**src/rtl/cordic_pkg.sv**
```systemverilog
// Shared constants and types for the CORDIC z-path front end.
// Angles are Q3.61 at full precision; narrower datapaths take the top
// BIT_WIDTH bits (truncation), matching the slicing used by the core's LUT.
package cordic_pkg;

  // pi and pi/2 in Q3.61
  localparam logic [63:0] CORDIC_PI      = 64'h6487_ED51_10B4_611A;
  localparam logic [63:0] CORDIC_HALF_PI = 64'h3243_F6A8_885A_308D;

  // Largest iteration count the core supports
  localparam int MAX_ITERATIONS = 64;

  // Transaction sequencer states
  typedef enum logic [1:0] {
    ST_IDLE = 2'd0,
    ST_LOAD = 2'd1,
    ST_RUN  = 2'd2,
    ST_DONE = 2'd3
  } state_e;

endpackage

```
**src/rtl/cordic_angle_frontend_angle_fold.sv**
```systemverilog
// angle_fold: combinational clamp to [-pi, pi] followed by a fold into the
// core's convergence range [-pi/2, pi/2]. A folded angle means the core's
// x/y result must be negated downstream.
module angle_fold
  import cordic_pkg::*;
#(
  parameter int BIT_WIDTH = 64
) (
  input  logic [BIT_WIDTH-1:0] angle_in,
  output logic [BIT_WIDTH-1:0] z_folded,
  output logic                 negate
);

  // One guard bit so that a +/- pi adjustment can never wrap
  localparam logic signed [BIT_WIDTH:0] PI_EXT =
    {1'b0, CORDIC_PI[63 -: BIT_WIDTH]};
  localparam logic signed [BIT_WIDTH:0] HALF_PI_EXT =
    {1'b0, CORDIC_HALF_PI[63 -: BIT_WIDTH]};

  logic signed [BIT_WIDTH:0] a_ext;
  logic signed [BIT_WIDTH:0] clamped;
  logic signed [BIT_WIDTH:0] folded;
  logic                      fold_unused_msb;

  // Clamp then fold; strict comparisons leave exactly +/- pi/2 untouched
  always_comb begin
    a_ext = $signed({angle_in[BIT_WIDTH-1], angle_in});

    if (a_ext > PI_EXT) begin
      clamped = PI_EXT;
    end else if (a_ext < -PI_EXT) begin
      clamped = -PI_EXT;
    end else begin
      clamped = a_ext;
    end

    if (clamped > HALF_PI_EXT) begin
      folded = clamped - PI_EXT;
      negate = 1'b1;
    end else if (clamped < -HALF_PI_EXT) begin
      folded = clamped + PI_EXT;
      negate = 1'b1;
    end else begin
      folded = clamped;
      negate = 1'b0;
    end
  end

  // The folded result lies within [-pi/2, pi/2], so the guard bit is redundant
  assign z_folded        = folded[BIT_WIDTH-1:0];
  assign fold_unused_msb = folded[BIT_WIDTH];

endmodule

```
**src/rtl/cordic_angle_frontend.sv**
```systemverilog
// cordic_angle_frontend: accepts one angle per transaction, folds it into the
// CORDIC convergence range, strobes the core, counts its iterations and hands
// completion, negate flag and residual angle to the x/y post-processing stage.
// Optional convergence check: define CORDIC_CONV_CHECK_EN to flag residuals
// whose magnitude exceeds CONV_TOL; otherwise conv_err is constant 0.
module cordic_angle_frontend
  import cordic_pkg::*;
#(
  parameter int BIT_WIDTH  = 64,
  parameter int ITERATIONS = 64,
  parameter int CONV_TOL   = 16
) (
  input  logic                 clk,
  input  logic                 rst,
  input  logic                 in_valid,
  output logic                 in_ready,
  input  logic [BIT_WIDTH-1:0] angle_in,
  output logic [BIT_WIDTH-1:0] z_initial,
  output logic                 core_start,
  input  logic [BIT_WIDTH-1:0] z_residual,
  output logic                 out_valid,
  input  logic                 out_ready,
  output logic                 out_negate,
  output logic [BIT_WIDTH-1:0] out_residual,
  output logic                 conv_err
);

  // Counter needs to reach ITERATIONS-1; one extra bit keeps saturation clear of it
  localparam int               CNT_W     = $clog2(ITERATIONS) + 1;
  localparam logic [CNT_W-1:0] CNT_LAST  = CNT_W'(ITERATIONS - 1);
  localparam logic [CNT_W-1:0] CNT_SAT   = {CNT_W{1'b1}};

  state_e                 state_q, state_d;
  logic [CNT_W-1:0]       count_q, count_d;
  logic [BIT_WIDTH-1:0]   z_initial_q, z_initial_d;
  logic                   out_negate_q, out_negate_d;
  logic                   core_start_q, core_start_d;
  logic                   out_valid_q, out_valid_d;
  logic [BIT_WIDTH-1:0]   out_residual_q, out_residual_d;

  logic [BIT_WIDTH-1:0]   fold_z;
  logic                   fold_negate;
  logic                   conv_hit;

  angle_fold #(
    .BIT_WIDTH (BIT_WIDTH)
  ) u_angle_fold (
    .angle_in (angle_in),
    .z_folded (fold_z),
    .negate   (fold_negate)
  );

`ifdef CORDIC_CONV_CHECK_EN
  logic signed [BIT_WIDTH:0] resid_ext;
  logic        [BIT_WIDTH:0] resid_abs;
  logic                      conv_err_q, conv_err_d;

  // Magnitude at one extra bit so the most negative residual stays positive
  always_comb begin
    resid_ext = $signed({z_residual[BIT_WIDTH-1], z_residual});
    resid_abs = resid_ext[BIT_WIDTH] ? (-resid_ext) : resid_ext;
    conv_hit  = (resid_abs > (BIT_WIDTH+1)'(CONV_TOL));
  end

  assign conv_err = conv_err_q;
`else
  // Tolerance is only meaningful with the convergence check built in
  localparam int conv_tol_unused = CONV_TOL;

  assign conv_hit = 1'b0;
  assign conv_err = 1'b0;
`endif

  // Next-state and next-output logic for the transaction sequencer
  always_comb begin
    state_d        = state_q;
    count_d        = count_q;
    z_initial_d    = z_initial_q;
    out_negate_d   = out_negate_q;
    core_start_d   = 1'b0;
    out_valid_d    = out_valid_q;
    out_residual_d = out_residual_q;
`ifdef CORDIC_CONV_CHECK_EN
    conv_err_d     = conv_err_q;
`endif

    unique case (state_q)
      ST_IDLE: begin
        if (in_valid) begin
          state_d      = ST_LOAD;
          z_initial_d  = fold_z;
          out_negate_d = fold_negate;
          core_start_d = 1'b1;
        end
      end

      ST_LOAD: begin
        state_d = ST_RUN;
        count_d = '0;
      end

      ST_RUN: begin
        if (count_q != CNT_SAT) begin
          count_d = count_q + 1'b1;
        end
        if (count_q == CNT_LAST) begin
          state_d        = ST_DONE;
          out_valid_d    = 1'b1;
          out_residual_d = z_residual;
`ifdef CORDIC_CONV_CHECK_EN
          conv_err_d     = conv_hit;
`endif
        end
      end

      ST_DONE: begin
        if (out_ready) begin
          state_d     = ST_IDLE;
          out_valid_d = 1'b0;
        end
      end

      default: begin
        state_d = ST_IDLE;
      end
    endcase
  end

  // State and registered outputs; reset aborts any transaction in flight
  always_ff @(posedge clk or negedge rst) begin
    if (!rst) begin
      state_q        <= ST_IDLE;
      count_q        <= '0;
      z_initial_q    <= '0;
      out_negate_q   <= 1'b0;
      core_start_q   <= 1'b0;
      out_valid_q    <= 1'b0;
      out_residual_q <= '0;
`ifdef CORDIC_CONV_CHECK_EN
      conv_err_q     <= 1'b0;
`endif
    end else begin
      state_q        <= state_d;
      count_q        <= count_d;
      z_initial_q    <= z_initial_d;
      out_negate_q   <= out_negate_d;
      core_start_q   <= core_start_d;
      out_valid_q    <= out_valid_d;
      out_residual_q <= out_residual_d;
`ifdef CORDIC_CONV_CHECK_EN
      conv_err_q     <= conv_err_d;
`endif
    end
  end

  assign in_ready     = (state_q == ST_IDLE);
  assign z_initial    = z_initial_q;
  assign out_negate   = out_negate_q;
  assign core_start   = core_start_q;
  assign out_valid    = out_valid_q;
  assign out_residual = out_residual_q;

endmodule

```
**config.mk**
```make
export PLATFORM = sky130hd
export DESIGN_NAME = cordic_angle_frontend
export DESIGN_NICKNAME = d
export VERILOG_FILES = /design/src/rtl/cordic_pkg.sv /design/src/rtl/cordic_angle_frontend_angle_fold.sv /design/src/rtl/cordic_angle_frontend.sv
export SDC_FILE = /design/constraint.sdc
export NUM_CORES = 1
export LEC_CHECK = 0
export CORE_MARGIN = 8
export CORE_UTILIZATION = 55
export CTS_BUF_LIST = sky130_fd_sc_hd__clkbuf_4 sky130_fd_sc_hd__clkbuf_8 sky130_fd_sc_hd__clkbuf_16
export CTS_CLUSTER_DIAMETER = 80
export DETAILED_ROUTE_END_ITERATION = 6
export PLACE_DENSITY = 0.86
export SETUP_SLACK_MARGIN = 0.02
export SYNTH_ARGS = -nofsm -noshare
export SYNTH_HDL_FRONTEND = slang
export SYNTH_SLANG_ARGS = --single-unit
```
**constraint.sdc**
```tcl
create_clock -name clk -period 4.1 [get_ports clk]
set_input_delay 0.82 -clock clk [delete_from_list [all_inputs] [get_ports clk]]
set_output_delay 0.82 -clock clk [all_outputs]
set_load 0.1 [all_outputs]
```
==> metrics.yaml, run 1 <==
logic_synthesis:
  synth_nets: 1707
  synthFlopType: "sky130_fd_sc_hd__dfrtp_1"
  synth_edf_count: 0
  synth_top_cell_area_share_pct: 28.9
  total_of_flip_flops_plus_latches_after_synthesis: 140
  register_area_share_after_synthesis_pct: 28.9
  synth.yosys.warnings: 0
  syn-instance-count: 1565
  synth_largest_area_cell: "sky130_fd_sc_hd__dfrtp_1"
  share_of_flip_flops_with_an_asynchronous_set_or_reset_pct: 100
  synthTopCellsByArea: "sky130_fd_sc_hd__dfrtp_1, sky130_fd_sc_hd__mux2_2, sky130_fd_sc_hd__o21ai_0"
  netlist_area_mm2: 0.0121
  synth_cell_types: 97
  synthesis.area_per_instance_um2: 7.73
status:
  run.stop_error: "[ERROR GRT-0232] Routing congestion too high. Check the congestion heatmap in the GUI."
  failed_stage: "global routing (5_1_grt)"
  outcome: "did not finish"
floorplan:
  num_io_pins: 265
  die_w_um: 164
  rows: 54
  die_h_um: 164
  initial_utilization_pct: 55.8
grt:
  grt_util_all_layers_pct: 75.0
  global_route.overflow_total: 60
  grt_start_max_net_pins: 109
place:
  place_congestion: 1.16
  buffer_ports.inserted: 263
  hpwlAfterDp_um: 45200
clock_network:
  clock-root-buffer: "sky130_fd_sc_hd__clkbuf_16"
  htree_levels: 4
  ctsLongestPathBuffers: 2
  cts_num_sinks: 140
  inserted_clock_buffers: 17
[synth_stat cells, drive strengths merged (6+ instances only)]
library cell,number
a211oi,25
a41oi,6
or2,15
nand2b,20
and3,20
dfrtp,140
nor2,162
o21bai,7
o211ai,21
o21a,12
nand4,26
o21ai,151
nor3,53
nor4,34
nor4b,17
clkbuf,92
and4,7
nor4bb,6
mux2i,6
a21oi,97
inv,21
and2,11
o31ai,22
or4,17
nor2b,24
nor3b,9
buf,42
nand4b,6
or3,11
xor2,18
nand3,34
o32ai,6
a31oi,35
a211o,8
ha,10
xnor2,21
mux2,66
o22ai,18
a21o,11
a22oi,8
nand2,157
[repair_timing]
item	CTS
hold buffers	0
endpoints found under the setup margin	64
pin swaps	79
gates resized for setup	215
cloned	3
setup buffers	18
endpoints found under the hold margin	0
[kinds of logic after synthesis]
group                      count (synthesis)  share of synthesized area [%]
and+or+nand+nor                          649                           27.9
buffers and inverters                    156                           5.38
adders and majority gates                 10                           1.03
xor gates and xnor gates                  39                           2.82
AOI/OAI and AO/OA                        498                           27.2
other                                      1                         0.0310
muxes                                     72                           6.64
DFF                                      140                           28.9
[layer usage]
layer / GRT overflow / GRT usage, %
met1: 5 / 73.7
met5: 0 / 40.1
met2: 22 / 87.3
met3: 2 / 66.4
met4: 31 / 73.0
[metrics by stage]
step                std cells  TNS [ns]  setup slack (ns)  instance area, um^2  hold slack (ns)
CTS                      2442    -52.11            -0.915                19400            0.480
floorplan                1565    -91.61             -1.62                12500            0.482
detailed placement       2391   -118.90             -2.02                17900            0.471
global placement         2391   -111.25             -1.89                17900            0.462
==> run 2: changes to the inputs <==
- CORE_UTILIZATION: 55 -> 40
- CTS_BUF_LIST: sky130_fd_sc_hd__clkbuf_4 sky130_fd_sc_hd__clkbuf_8 sky130_fd_sc_hd__clkbuf_16 -> default
- CTS_CLUSTER_DIAMETER: 80 -> default
- PLACE_DENSITY: 0.86 -> default
- PLACE_DENSITY_LB_ADDON: default -> 0.15
- SETUP_SLACK_MARGIN: 0.02 -> default
==> metrics.yaml, run 2 <==
pwr:
  p_sw_share_pct: 34.9
  pwr_density_cell_mw_per_mm2: 258
  total_leakage_power_nw: 9.31
  power.switching_mw: 1.94
  power.share.clock_pct: 29.4
  cellInternalPower_mw: 3.62
  vdd_ir_drop_max_mv: 0.277
  power.share.sequential_pct: 24.8
  combPwrFrac_pct: 45.8
drt:
  drt_iter0_drc: 2186
  routed_wire_length_per_instance_um: 25.5
  wl_um: 68300
  drtAntennaViolNets: 0
  total_via_count_after_detailed_routing: 16800
  detailedRoute.firstPassIterationCount: 7
  remaining_drc_errors: 7
  detail_route.vias_per_cell: 6.27
sta:
  slew_headroom_pct: 26.4
  fmaxAchievable_mhz: 185
  skew_ns: 0.00636
  timing_worst_slew_pin_value_ns: 1.10
  min_period_over_period_pct: 132
  unrepaired_setup_endpoints_after_global_routing: "true"
  final-setup-viol-count: 64
  hold_viol_final: 0
  min_period_ns: 5.40
  slew_violations: 0
  worst_slack_ns: -1.30
grt:
  grt-busiest-layer: "met2"
  grt_pass1_vias: 16400
  globalRouteMet1Util_pct: 48.9
  grt_util_all_layers_pct: 36.1
  globalRouteMet2Util_pct: 54.6
  grt_pass1_wl_um: 101000
  grt_start_max_net_pins: 87
  global_route.overflow_total: 0
  number_of_antenna_violations_at_the_first_check_in_global_routing: 0
  groute.layer.met3.usage_pct: 9.56
cells_and_area:
  nFillCells: 2315
  fraction_of_final_layout_cells_sized_beyond_drive_strength_1_pct: 40.9
  antennaDiodeCount: 0
  final_cells: 2677
  mostFrequentLayoutCell: "sky130_fd_sc_hd__buf_4"
  finalInstanceArea_mm2: 0.0216
  layout_common_cells: "sky130_fd_sc_hd__buf_4, sky130_fd_sc_hd__clkdlybuf4s50_1, sky130_fd_sc_hd__nor2_1, sky130_fd_sc_hd__nand2_1, sky130_fd_sc_hd__dfrtp_1"
  area_growth_pct: 78.6
  layout.nets: 2416
place:
  place_congestion: 1.05
  buffer_ports.inserted: 263
  placed_instances: 2561
  postPlaceCellArea_mm2: 0.0185
  hpwlAfterDp_um: 51300
floorplan:
  core_area_mm2: 0.0297
  num_io_pins: 265
  die_w_um: 190
  rows: 63
  die_h_um: 190
  initial_utilization_pct: 40.7
  die_area_mm2: 0.0361
logic_synthesis:
  syn-instance-count: 1565
  synth_top_cell_area_share_pct: 28.9
  synth_cell_types: 97
  register_area_share_after_synthesis_pct: 28.9
  synth_nets: 1707
  synthFlopType: "sky130_fd_sc_hd__dfrtp_1"
  synthTopCellsByArea: "sky130_fd_sc_hd__dfrtp_1, sky130_fd_sc_hd__mux2_2, sky130_fd_sc_hd__o21ai_0"
  synth_commonest_cells: "sky130_fd_sc_hd__nor2_1, sky130_fd_sc_hd__nand2_1, sky130_fd_sc_hd__dfrtp_1"
  synth.yosys.warnings: 0
  netlist_area_mm2: 0.0121
  synth_edf_count: 0
  synthesis.area_per_instance_um2: 7.73
  synth_most_common_cell: "sky130_fd_sc_hd__nor2_1"
  share_of_flip_flops_with_an_asynchronous_set_or_reset_pct: 100
  synth_largest_area_cell: "sky130_fd_sc_hd__dfrtp_1"
  total_of_flip_flops_plus_latches_after_synthesis: 140
worst_setup_path:
  worst-endpoint-required_ns: 4.41
  timing.critical_path.buf_inv: 8
  worst_setup_path_end_kind: "register"
  setup.worst_path.class: "in2reg"
  critical-path-slowest-cell: "sky130_fd_sc_hd__clkdlybuf4s50_1"
  timing.critical_path.max_delay_family: "compound AO/OA/AOI/OAI gates"
  crit_path_max_fanout: 4
  worst_path_largest_cell_delay_ns: 0.45
  crit_path_start_kind: "input pin"
  worst-endpoint-arrival_ns: 5.71
status:
  failed_checks: "DRC, setup timing"
  outcome: "complete, but fails checks"
clock_network:
  cts_num_sinks: 140
  inserted_clock_buffers: 17
  ctsLongestPathBuffers: 2
  clk-insertion-delay-late_ns: 0.42
  clkTransAtPathRegs_ns: 0.06
  htree_levels: 4
  cts-hold-fix-buffers: 0
  cts_tree: "yes"
  clock-root-buffer: "sky130_fd_sc_hd__clkbuf_16"
flow_run:
  max_cap_viol_count: 0
worst_hold_path:
  hold_path.class: "in2async"
==> run 2: final timing paths <==
path	end	from	depth (start not counted)	slack, ns
min in group clk	z_initial[25]	z_initial[25]	2	0.48
max	z_initial[20]	angle_in[23]	30	-1.30
min reg2reg	z_initial[25]	z_initial[25]	2	0.48
min	out_residual[3]	rst	1	0.47
max reg2reg	z_initial[53]	state_q[0]	8	1.52
max in group asynchronous	z_initial[60]	rst	2	2.83
==> run 2: power groups by stage <==
stage / clock network [mW] / logic, mW / registers (mW)
3_3_place_gp: 0 / 1.92 / 1.41
2_1_floorplan: 0 / 0.910 / 1.41
6_report: 1.64 / 2.55 / 1.38
4_1_cts: 1.65 / 2.32 / 1.38
5_1_grt: 1.72 / 2.65 / 1.38
3_5_place_dp: 0 / 1.93 / 1.41
==> run 2: cell type report <==
class	instances	area [um^2]	area share [%]
clock buffer	24	502	2.32
clock inverter	8	130	0.602
inverter	22	90.1	0.417
multi-input combinational	1269	9570	44.3
sequential	140	3500	16.2
tap	390	488	2.26
timing repair buffer	824	7330	33.9
==> run 2: cell families after synthesis <==
family	after synthesis	synth area share, %
buffers and inverters	156	5.38
multiplexers	72	6.64
AO/OA/AOI/OAI	498	27.2
AND/OR/NAND/NOR	649	27.9
other	1	0.0310
adder cells (fa/ha/maj)	10	1.03
flip-flops	140	28.9
XOR/XNOR	39	2.82
==> run 2: through the flow <==
step / utilization (%) / TNS (ns) / hold WS [ns] / worst slack (ns) / power, mW
2_1_floorplan: - / -91.61 / 0.482 / -1.62 / 2.32
3_3_place_gp: 62.4 / -141.45 / 0.461 / -2.46 / 3.33
3_5_place_dp: 62.4 / -147.42 / 0.469 / -2.54 / 3.33
4_1_cts: 70.6 / -52.22 / 0.483 / -0.974 / 5.35
5_1_grt: 72.7 / -75.04 / 0.493 / -1.42 / 5.75
6_report: 72.7 / -64.97 / 0.468 / -1.30 / 5.57
==> run 2: per-layer routing <==
metal,vias to the layer above,share of wire [%]
li1,7281,-
met1,8102,40
met2,1217,43
met3,189,13
met4,0,4.0
met5,-,0
==> run 2: what timing repair did <==
| item | 4_1_cts | 5_1_grt |
|---|---|---|
| pin swaps | 155 | 131 |
| setup endpoints to repair | 64 | 64 |
| resized for setup | 377 | 101 |
| cloned | 5 | 0 |
| setup buffers | 59 | 36 |
Note: power is estimated with default switching activity, not from simulation.
==> run 3: changes to the inputs <==
- SYNTH_HIERARCHICAL: default -> 1
==> metrics.yaml, run 3 <==
clock_network:
  cts_tree: "yes"
  cts_num_sinks: 140
  clk-insertion-delay-late_ns: 0.46
  ctsLongestPathBuffers: 2
  inserted_clock_buffers: 17
  htree_levels: 4
  clock-root-buffer: "sky130_fd_sc_hd__clkbuf_16"
  clkTransAtPathRegs_ns: 0.09
place:
  placement.setup.worst_slack_ns: -2.33
  buffer_ports.inserted: 263
  place_congestion: 1.02
  placed_instances: 2532
  hpwlAfterDp_um: 49000
logic_synthesis:
  synth-compound-area-share_pct: 23.8
  syn-instance-count: 1506
  synth_nets: 1649
  synth-xor-area-share_pct: 2.01
  synthFlopType: "sky130_fd_sc_hd__dfrtp_1"
  synth_edf_count: 0
  synth.yosys.warnings: 6
  netlist_area_mm2: 0.0122
  synth_top_family_by_area: "simple AND/OR/NAND/NOR gates"
  register_area_share_after_synthesis_pct: 28.7
  synthTopCellsByArea: "sky130_fd_sc_hd__dfrtp_1, sky130_fd_sc_hd__mux2_2, sky130_fd_sc_hd__nor2_1"
  post_synth_fa_ha_maj_area_fraction_pct: 1.13
  synthesis.area_per_instance_um2: 8.10
  share_of_flip_flops_with_an_asynchronous_set_or_reset_pct: 100
  synth_largest_area_cell: "sky130_fd_sc_hd__dfrtp_1"
  synth_most_common_cell: "sky130_fd_sc_hd__nor2_1"
  synth.area.mux_share_pct: 12.7
  total_of_flip_flops_plus_latches_after_synthesis: 140
  synth_top_cell_area_share_pct: 28.7
  synth_commonest_cells: "sky130_fd_sc_hd__nor2_1, sky130_fd_sc_hd__dfrtp_1, sky130_fd_sc_hd__mux2_2"
  synth_cell_types: 101
  yosys.area_share.simple_pct: 25.6
sta:
  min_period_ns: 5.56
  final-setup-viol-count: 64
  skew_ns: 0.0215
  setup_tns_ns: -82.27
  fin_worst_hold_slack_ns: 0.351
  unrepaired_setup_endpoints_after_global_routing: "true"
  hold_viol_final: 0
  min_period_over_period_pct: 136
  fmaxAchievable_mhz: 180
  slew_violations: 0
  timing_worst_slew_pin_value_ns: 1.08
  worst_slack_ns: -1.46
  slew_headroom_pct: 27.8
drt:
  routed_wire_length_per_instance_um: 24.7
  total_via_count_after_detailed_routing: 15900
  drtAntennaViolNets: 0
  drt_iter0_drc: 1819
  remaining_drc_errors: 0
  detail_route.vias_per_cell: 6.00
  detailedRoute.firstPassIterationCount: 7
  wl_um: 65600
pwr:
  total_leakage_power_nw: 9.19
  combPwrFrac_pct: 65.2
  p_sw_share_pct: 52.9
  vdd_ir_drop_max_mv: 1.07
  power.share.clock_pct: 15.5
  cellInternalPower_mw: 4.86
  pwr_density_cell_mw_per_mm2: 476
  power.switching_mw: 5.47
  power.share.sequential_pct: 19.3
flow_run:
  max_cap_viol_count: 0
cells_and_area:
  nFillCells: 2404
  area_growth_pct: 77.7
  layout_common_cells: "sky130_fd_sc_hd__buf_4, sky130_fd_sc_hd__clkdlybuf4s50_1, sky130_fd_sc_hd__nor2_1, sky130_fd_sc_hd__dfrtp_1, sky130_fd_sc_hd__mux2_2"
  final_cells: 2654
  fraction_of_final_layout_cells_sized_beyond_drive_strength_1_pct: 45.4
  mostFrequentLayoutCell: "sky130_fd_sc_hd__buf_4"
  final_core_util_pct: 71.5
  layout.nets: 2387
grt:
  number_of_antenna_violations_at_the_first_check_in_global_routing: 1
  grt_pass1_vias: 16000
  grt_pass1_wl_um: 97300
  global_route.overflow_total: 0
  grt_start_max_net_pins: 84
  grt_util_all_layers_pct: 34.8
worst_hold_path:
  hold_path.class: "in2async"
worst_setup_path:
  worst-endpoint-required_ns: 4.48
  reg_to_reg_critical_path_startpoint: "state_q[0]"
  critPathLaunch: "angle_in[2]"
  worst_path_largest_cell_delay_ns: 0.38
  critical-path-slowest-cell: "sky130_fd_sc_hd__o211ai_1"
  crit_path_start_kind: "input pin"
  crit_path_max_fanout: 4
  worst-endpoint-arrival_ns: 5.94
  worst_setup_path_end_kind: "register"
  setup.worst_path.class: "in2reg"
status:
  outcome: "complete, but fails checks"
  failed_checks: "setup timing"
floorplan:
  core_area_mm2: 0.0303
  die_w_um: 191
  die_area_mm2: 0.0364
  rows: 64
  num_io_pins: 265
  initial_utilization_pct: 40.2
  die_h_um: 191
-- run 3: changes by cell type after synthesis, sizes merged, moves of 10 or more --
| cell | change |
|---|---|
| nor2 | +11 |
| nor4b | -10 |
| nand3 | +10 |
| nand2 | -26 |
| mux2 | +66 |
| buf | +19 |
| o21ai | -54 |
| o31ai | -13 |
| clkbuf | -26 |
| xor2 | -10 |
-- run 3: critical path, delay by kind of cell --
kind / cells / cell delay [ns]
buffers and inverters: 6 / 0.76
adder cells (fa/ha/maj): 2 / 0.44
AND/OR/NAND/NOR: 7 / 1.05
AO/OA/AOI/OAI: 13 / 2.72
multiplexers: 1 / 0.13
-- run 3: repair_timing --
item	in CTS	in global routing
pin swaps	104	87
setup buffers	56	37
cloned	3	1
gates resized for setup	234	168
setup endpoints to repair	64	64
hold buffers	0	0
-- run 3: worst paths after layout --
path | endpoint | slack, ns | cells after the start
setup / recovery | z_initial[55] | -1.46 | 29
max in group asynchronous | out_residual[24] | 2.87 | 2
min in group clk | out_residual[56] | 0.50 | 1
hold reg to reg | out_residual[56] | 0.50 | 1
setup reg to reg | out_residual[41] | 1.42 | 5
hold / removal | z_initial[41] | 0.35 | 1
-- run 3: layout make-up --
cell class,instances,area [um^2],share of cell area (%)
Multi-Input combinational cell,1214,9580,44.1
Timing Repair Buffer,845,7420,34.2
Sequential cell,140,3500,16.2
Tap cell,396,495,2.28
Clock buffer,17,425,1.96
Clock inverter,15,168,0.773
Inverter,26,97.6,0.450
Antenna cell,1,2.50,0.0115
-- run 3: through the flow --
stage               cell area [um^2]  power (mW)
detailed placement             18700        8.19
CTS                            20700        10.1
global placement               18700        8.15
finish                         21700        10.3
floorplan                      12500        6.14
global route                   21700        10.7
-- run 3: layer usage --
layer / GRT usage, % / part of all wire [%] / up-vias
li1: - / - / 7108
met1: 43.8 / 41 / 7678
met2: 55.4 / 46 / 941
met3: 8.80 / 9.3 / 189
met4: 15.6 / 4.3 / 0
met5: 0 / 0 / -
-- run 3: cells by family (layout without fill, tap and decap cells) --
logic type	count (synthesis)	count (layout)
buffers and inverters	153	903
xor gates and xnor gates	28	28
muxes	138	138
DFF	140	140
and+or+nand+nor	600	601
other	1	2
AOI/OAI and AO/OA	435	435
adders and majority gates	11	11
-- run 3: power by group through the flow --
stage / clock [mW] / sequential [mW] / combinational, mW
6_report: 1.60 / 1.99 / 6.74
3_5_place_dp: 0 / 2.00 / 6.19
3_3_place_gp: 0 / 1.99 / 6.16
5_1_grt: 1.69 / 2.04 / 6.97
2_1_floorplan: 0 / 4.55 / 1.59
4_1_cts: 1.64 / 1.99 / 6.47
